`config.mk`:
```
export PLATFORM = sky130hd
export DESIGN_NAME = flex_pts_serializer_flat
export DESIGN_NICKNAME = d
export VERILOG_FILES = /design/src/rtl/flex_pts_serializer_if.sv /design/src/rtl/flex_pts_serializer.sv /design/src/flat_wrapper.sv
export SDC_FILE = /design/constraint.sdc
export NUM_CORES = 1
export LEC_CHECK = 0
export ABC_AREA = 0
export CAP_MARGIN = 20
export CORE_UTILIZATION = 56
export CTS_BUF_LIST = sky130_fd_sc_hd__clkbuf_16
export CTS_CLUSTER_SIZE = 30
export DETAILED_ROUTE_END_ITERATION = 6
export GPL_TIMING_DRIVEN = 0
export PLACE_DENSITY = 0.89
export SYNTH_ARGS = -nofsm -noshare
export SYNTH_HDL_FRONTEND = slang
export SYNTH_SLANG_ARGS = --single-unit
```
`constraint.sdc`:
```
create_clock -name clk -period 2.6 [get_ports clk]
set_clock_uncertainty 0.05 [all_clocks]
set_input_delay 0.65 -clock clk [delete_from_list [all_inputs] [get_ports clk]]
set_output_delay 0.65 -clock clk [all_outputs]
set_load 0.01 [all_outputs]
```
`src/rtl/flex_pts_serializer_if.sv`:
```
// Handshake and serial-side signal bundle for flex_pts_serializer.
//   load_data    producer -> serializer  word to transmit
//   load_valid   producer -> serializer  load_data valid this cycle
//   load_ready   serializer -> producer  holding register empty
//   shift_strobe timing   -> serializer  one-clock pulse per bit period
//   abort        control  -> serializer  synchronous flush
//   serial_out   serializer -> line      bit stream, idles high
//   busy         serializer -> status    word held or being shifted
//   word_done    serializer -> status    pulse after the last bit of a word
interface flex_pts_serializer_if #(
    parameter int NUM_BITS = 8
);
    logic [NUM_BITS-1:0] load_data;
    logic                load_valid;
    logic                load_ready;
    logic                shift_strobe;
    logic                abort;
    logic                serial_out;
    logic                busy;
    logic                word_done;

    modport slave (
        input  load_data, load_valid, shift_strobe, abort,
        output load_ready, serial_out, busy, word_done
    );

    modport master (
        output load_data, load_valid, shift_strobe, abort,
        input  load_ready, serial_out, busy, word_done
    );
endinterface

```
`src/rtl/flex_pts_serializer.sv`:
```
// Parallel-to-serial transmitter with a one-word holding register so that
// back-to-back words stream without idle bits.
// Ports:
//   clk    system clock, rising edge
//   n_rst  asynchronous active-low reset
//   bus    flex_pts_serializer_if.slave (load handshake, strobe, abort, outputs)
//
// state   | meaning
// --------+---------------------------------------------------------------
// S_IDLE  | line high; moves a held word into the shifter on the next edge
// S_SHIFT | presenting shift_reg's output-end bit; advances on shift_strobe
module flex_pts_serializer #(
    parameter int NUM_BITS  = 8,
    parameter bit SHIFT_MSB = 1'b1
) (
    input  logic                  clk,
    input  logic                  n_rst,
    flex_pts_serializer_if.slave  bus
);
    localparam int CW = $clog2(NUM_BITS);
    localparam logic [CW-1:0] LAST_BIT = CW'(NUM_BITS - 1);
    localparam logic [NUM_BITS-1:0] ALL_ONES = {NUM_BITS{1'b1}};

    localparam logic [0:0] S_IDLE  = 1'b0;
    localparam logic [0:0] S_SHIFT = 1'b1;

    logic [0:0]          r_state;
    logic [NUM_BITS-1:0] r_hold;
    logic                r_hold_full;
    logic [NUM_BITS-1:0] r_shift;
    logic [CW-1:0]       r_bit_cnt;
    logic                r_word_done;

    logic                w_accept;
    logic                w_last;
    logic                w_tx_bit;
    logic [NUM_BITS-1:0] w_shifted;

    // Ready comes from the registered flag only, so a word can never be
    // accepted in the same cycle the holding register drains.
    assign w_accept  = bus.load_valid & ~r_hold_full;
    assign w_last    = (r_bit_cnt == LAST_BIT);
    assign w_tx_bit  = SHIFT_MSB ? r_shift[NUM_BITS-1] : r_shift[0];
    assign w_shifted = SHIFT_MSB ? {r_shift[NUM_BITS-2:0], 1'b1}
                                 : {1'b1, r_shift[NUM_BITS-1:1]};

    always_ff @(posedge clk or negedge n_rst) begin
        if (!n_rst) begin
            r_state     <= S_IDLE;
            r_hold      <= '0;
            r_hold_full <= 1'b0;
            r_shift     <= ALL_ONES;
            r_bit_cnt   <= '0;
            r_word_done <= 1'b0;
        end else if (bus.abort) begin
            r_state     <= S_IDLE;
            r_hold_full <= 1'b0;
            r_shift     <= ALL_ONES;
            r_bit_cnt   <= '0;
            r_word_done <= 1'b0;
        end else begin
            r_word_done <= 1'b0;

            // Accept only happens with the hold empty, and the drains below
            // only happen with it full, so these never collide.
            if (w_accept) begin
                r_hold      <= bus.load_data;
                r_hold_full <= 1'b1;
            end

            case (r_state)
                S_IDLE: begin
                    if (r_hold_full) begin
                        r_shift     <= r_hold;
                        r_hold_full <= 1'b0;
                        r_bit_cnt   <= '0;
                        r_state     <= S_SHIFT;
                    end
                end
                S_SHIFT: begin
                    if (bus.shift_strobe) begin
                        if (!w_last) begin
                            r_shift   <= w_shifted;
                            r_bit_cnt <= r_bit_cnt + CW'(1);
                        end else begin
                            r_word_done <= 1'b1;
                            r_bit_cnt   <= '0;
                            if (r_hold_full) begin
                                r_shift     <= r_hold;
                                r_hold_full <= 1'b0;
                            end else begin
                                r_shift <= ALL_ONES;
                                r_state <= S_IDLE;
                            end
                        end
                    end
                end
                default: r_state <= S_IDLE;
            endcase
        end
    end

    assign bus.load_ready = ~r_hold_full;
    assign bus.serial_out = (r_state == S_SHIFT) ? w_tx_bit : 1'b1;
    assign bus.busy       = (r_state == S_SHIFT) | r_hold_full;
    assign bus.word_done  = r_word_done;
endmodule

```
`src/flat_wrapper.sv`:
```
// flat-port wrapper written by rule: the top's interface ports become plain ports
module flex_pts_serializer_flat 
#(
    parameter int NUM_BITS  = 8,
    parameter bit SHIFT_MSB = 1'b1
)
  (clk, n_rst, bus_load_data, bus_load_valid, bus_shift_strobe, bus_abort, bus_load_ready, bus_serial_out, bus_busy, bus_word_done);
  flex_pts_serializer_if #(.NUM_BITS(NUM_BITS)) bus_i ();
  input  logic clk;
  input  logic n_rst;
  input wire logic [$bits(bus_i.load_data)-1:0] bus_load_data;
  input wire logic [$bits(bus_i.load_valid)-1:0] bus_load_valid;
  input wire logic [$bits(bus_i.shift_strobe)-1:0] bus_shift_strobe;
  input wire logic [$bits(bus_i.abort)-1:0] bus_abort;
  output wire logic [$bits(bus_i.load_ready)-1:0] bus_load_ready;
  output wire logic [$bits(bus_i.serial_out)-1:0] bus_serial_out;
  output wire logic [$bits(bus_i.busy)-1:0] bus_busy;
  output wire logic [$bits(bus_i.word_done)-1:0] bus_word_done;
  assign bus_i.load_data = bus_load_data;
  assign bus_i.load_valid = bus_load_valid;
  assign bus_i.shift_strobe = bus_shift_strobe;
  assign bus_i.abort = bus_abort;
  assign bus_load_ready = bus_i.load_ready;
  assign bus_serial_out = bus_i.serial_out;
  assign bus_busy = bus_i.busy;
  assign bus_word_done = bus_i.word_done;
  flex_pts_serializer #(.NUM_BITS(NUM_BITS), .SHIFT_MSB(SHIFT_MSB)) u_core (.clk(clk), .n_rst(n_rst), .bus(bus_i));
endmodule
```
==> results_dict.tcl, run 1 <==
set metrics [dict create \
    cts_buffers 3 \
    period_needed_ns 2.32 \
    min_path_type "flop to flop" \
    grt.overflow.total 0 \
    crit_fanout 10 \
    layout.cells.non_filler 142 \
    synth-main-ff-cell "dfrtp_1" \
    slew_headroom 0.367 \
    syn2layout_area_growth_pct 24.0 \
    die_area_mm2 0.00219 \
    cts_tree "done" \
    gp_congestion 0.834 \
    async_reset_ff_frac 1.00 \
    slew_violations 0 \
    switching_power_w 0.000205 \
    cp.required_ns 1.90 \
    port_buffers 16 \
    place_ws_ns 0.513 \
    synthTopCellsByArea "dfrtp_1 (31%), dfstp_2 (19%), mux2_2 (10%)" \
    yosys_warnings 0 \
    grt_pass1_vias 842 \
    cts_max_level 1 \
    grt_pass1_wl_um 3860 \
    period_share 0.894 \
    p_total_w 0.000872 \
    worstMarginPinSlew_ns 0.947 \
    grt_use_total 0.251 \
    clk_latency_ns 0.25 \
    synth_common_cells "dfrtp_1 (14), mux2_2 (10), dfstp_2 (8), o211ai_1 (8), mux2i_1 (7)" \
    yosysUniqueCellTypes 29 \
    crit_path_start_kind "flop" \
    post-synth-top-count-cell "dfrtp_1" \
    syn_nets 113 \
    die_h_um 46.8 \
    synthDominantCellAreaShare 0.311 \
    fmax_ghz 0.430 \
    synth-seq-cells 22 \
    place_inst 138 \
    sw_frac_of_total 0.235 \
    grt_max_degree 23 \
    leakagePower_nw 0.567 \
    avgRoutedWirePerCell_um 17.2 \
    finalSetupViolations 0 \
    post_cts_buffers 0 \
    p_int_w 0.000667 \
    vias 877 \
    diodes 0 \
    status "finished clean" \
    p_seq_frac 0.487 \
    avgSynthCellArea_um2 11.6 \
    cts_resized 0 \
    hold_buffers 0 \
    synth_area_leader_cell "dfrtp_1" \
    layout_setup_ws_ns 0.276 \
    io_pins 17 \
    seq_area_frac_synth 0.498 \
    worstSetupPathType "flop to output port" \
    drive_gt1_frac 0.239 \
    drt-pass1-iter-count 4 \
    fin_nets 134 \
    fp.coreArea_mm2 0.00180 \
    synthesis.area_mm2 0.00112 \
    postSynthCellCount 97 \
    cts_sinks 22 \
    powerDensity_mw_per_mm2 625 \
    antenna_found_initial 0 \
    rsz0062_at_grt "false" \
    fp.dieW_um 46.8 \
    ant_nets 0 \
    irDropWorstVdd_mv 0.459 \
    combinationalPowerShare 0.150 \
    cts_root_buf "clkbuf_16" \
    synth_edf_count 0 \
    clockBufferDepth 2 \
    wirelength_um 2450 \
    p_clk_frac 0.363 \
    hold_violations 0 \
    initial_utilization 0.624 \
    setup_tns_ns 0 \
    num_rows 15 \
    path_clk_slew_ns 0.05 \
    cp.arrival_ns 1.62 \
    dpl.hpwl_um 1690 \
    drcViolationCount 0 \
    drt_first_iter_violations 37 \
    cp-end-kind "output port" \
    maxCapViolations 0 \
    drt-vias-per-instance 6.18 \
]
==> final timing paths <==
path	start	to	slack, ns	depth (start not counted)
setup / recovery	u_core.r_state	bus_busy	0.28	4
hold / removal	u_core.r_hold[0]	u_core.r_hold[0]	0.46	1
setup reg to reg	u_core.r_bit_cnt[0]	u_core.r_shift[5]	0.85	6
hold reg to reg	u_core.r_hold[0]	u_core.r_hold[0]	0.46	1
max in group asynchronous	n_rst	u_core.r_state	1.04	1
min in group asynchronous	n_rst	u_core.r_bit_cnt[2]	0.88	1
==> layout make-up <==
type	instances	area (µm²)
multi-input combinational	66	526
tap	25	31.3
fill	125	407
timing repair buffer	16	160
clock inverter	1	3.75
buffer	6	27.5
clock buffer	3	75.1
inverter	3	11.3
sequential	22	561
==> worst max-delay path, cell delays in order, from the launching register on <==
cell	delay (ns)
dfrtp_1	0.36
buf_2	0.17
nor2_1	0.30
inv_1	0.07
clkdlybuf4s50_1	0.48
==> cells by family (layout without fill, tap and decap cells) <==
family | Yosys count | in the layout | synth area share
AOI/OAI and AO/OA | 29 | 29 | 0.181
muxes | 17 | 17 | 0.162
buffers and inverters | 9 | 29 | 0.0345
and+or+nand+nor | 17 | 17 | 0.0901
DFF | 22 | 22 | 0.498
adders and majority gates | 3 | 3 | 0.0334
==> routing by layer <==
layer  part of all wire  wire [µm]  vias up  track usage
met1               0.42       1040      437        0.348
met4             0.0045         11        0       0.0800
met3              0.055        134        2       0.0346
met2               0.52       1270       33        0.411
met5                  0          0        -            0
li1                   -          -      405            -
==> flip-flops by register name (all words and copies together), names as in the netlist <==
| name | count |
|---|---|
| u_core.r_bit_cnt | 3 |
| u_core.r_hold | 8 |
| u_core.r_hold_full | 1 |
| u_core.r_shift | 8 |
| u_core.r_state | 1 |
| u_core.bus.word_done | 1 |
==> metrics by stage <==
stage | area (µm²) | hold slack (ns) | utilization
final | 1400 | 0.463 | 0.774
after global routing | 1400 | 0.473 | 0.774
after CTS | 1400 | 0.466 | 0.774
after detailed placement | 1320 | 0.455 | 0.731
after global placement | 1320 | 0.449 | 0.731
after floorplan | 1120 | 0.304 | -
==> cell usage in the layout, fill, tap and decap left out, drive strengths merged <==
master and n:
clkdlybuf4s50 16, or4b 1, a21o 1, or3 1
mux2 10, and2 1, o211ai 8, a21oi 6
nand2b 2, o221ai 6, inv 3, o21bai 1
a31oi 3, clkbuf 5, o21ai 1, buf 4
nor2 6, ha 3, a22oi 2, clkinv 1
nand2 2, nor2b 1, and3b 1, a21boi 1
dfrtp 14, mux2i 7, nand3b 1, nand3 1
dfstp 8
==> power groups by stage <==
stage | combinational, W | sequential [W] | clock (W)
after floorplan | 0.0000816 | 0.000417 | 0
after global placement | 0.000124 | 0.000424 | 0
after detailed placement | 0.000129 | 0.000428 | 0
after CTS | 0.000132 | 0.000423 | 0.000323
after global routing | 0.000143 | 0.000428 | 0.000337
final | 0.000131 | 0.000424 | 0.000316
(Power assumes the default switching activity.)
==> run 2: changes to the inputs <==
CTS_CLUSTER_SIZE = default   (was 30)
SLEW_MARGIN = 20   (was default)
==> results of run 2 <==
Final layout, timing and power as in run 1 (identical DEF).
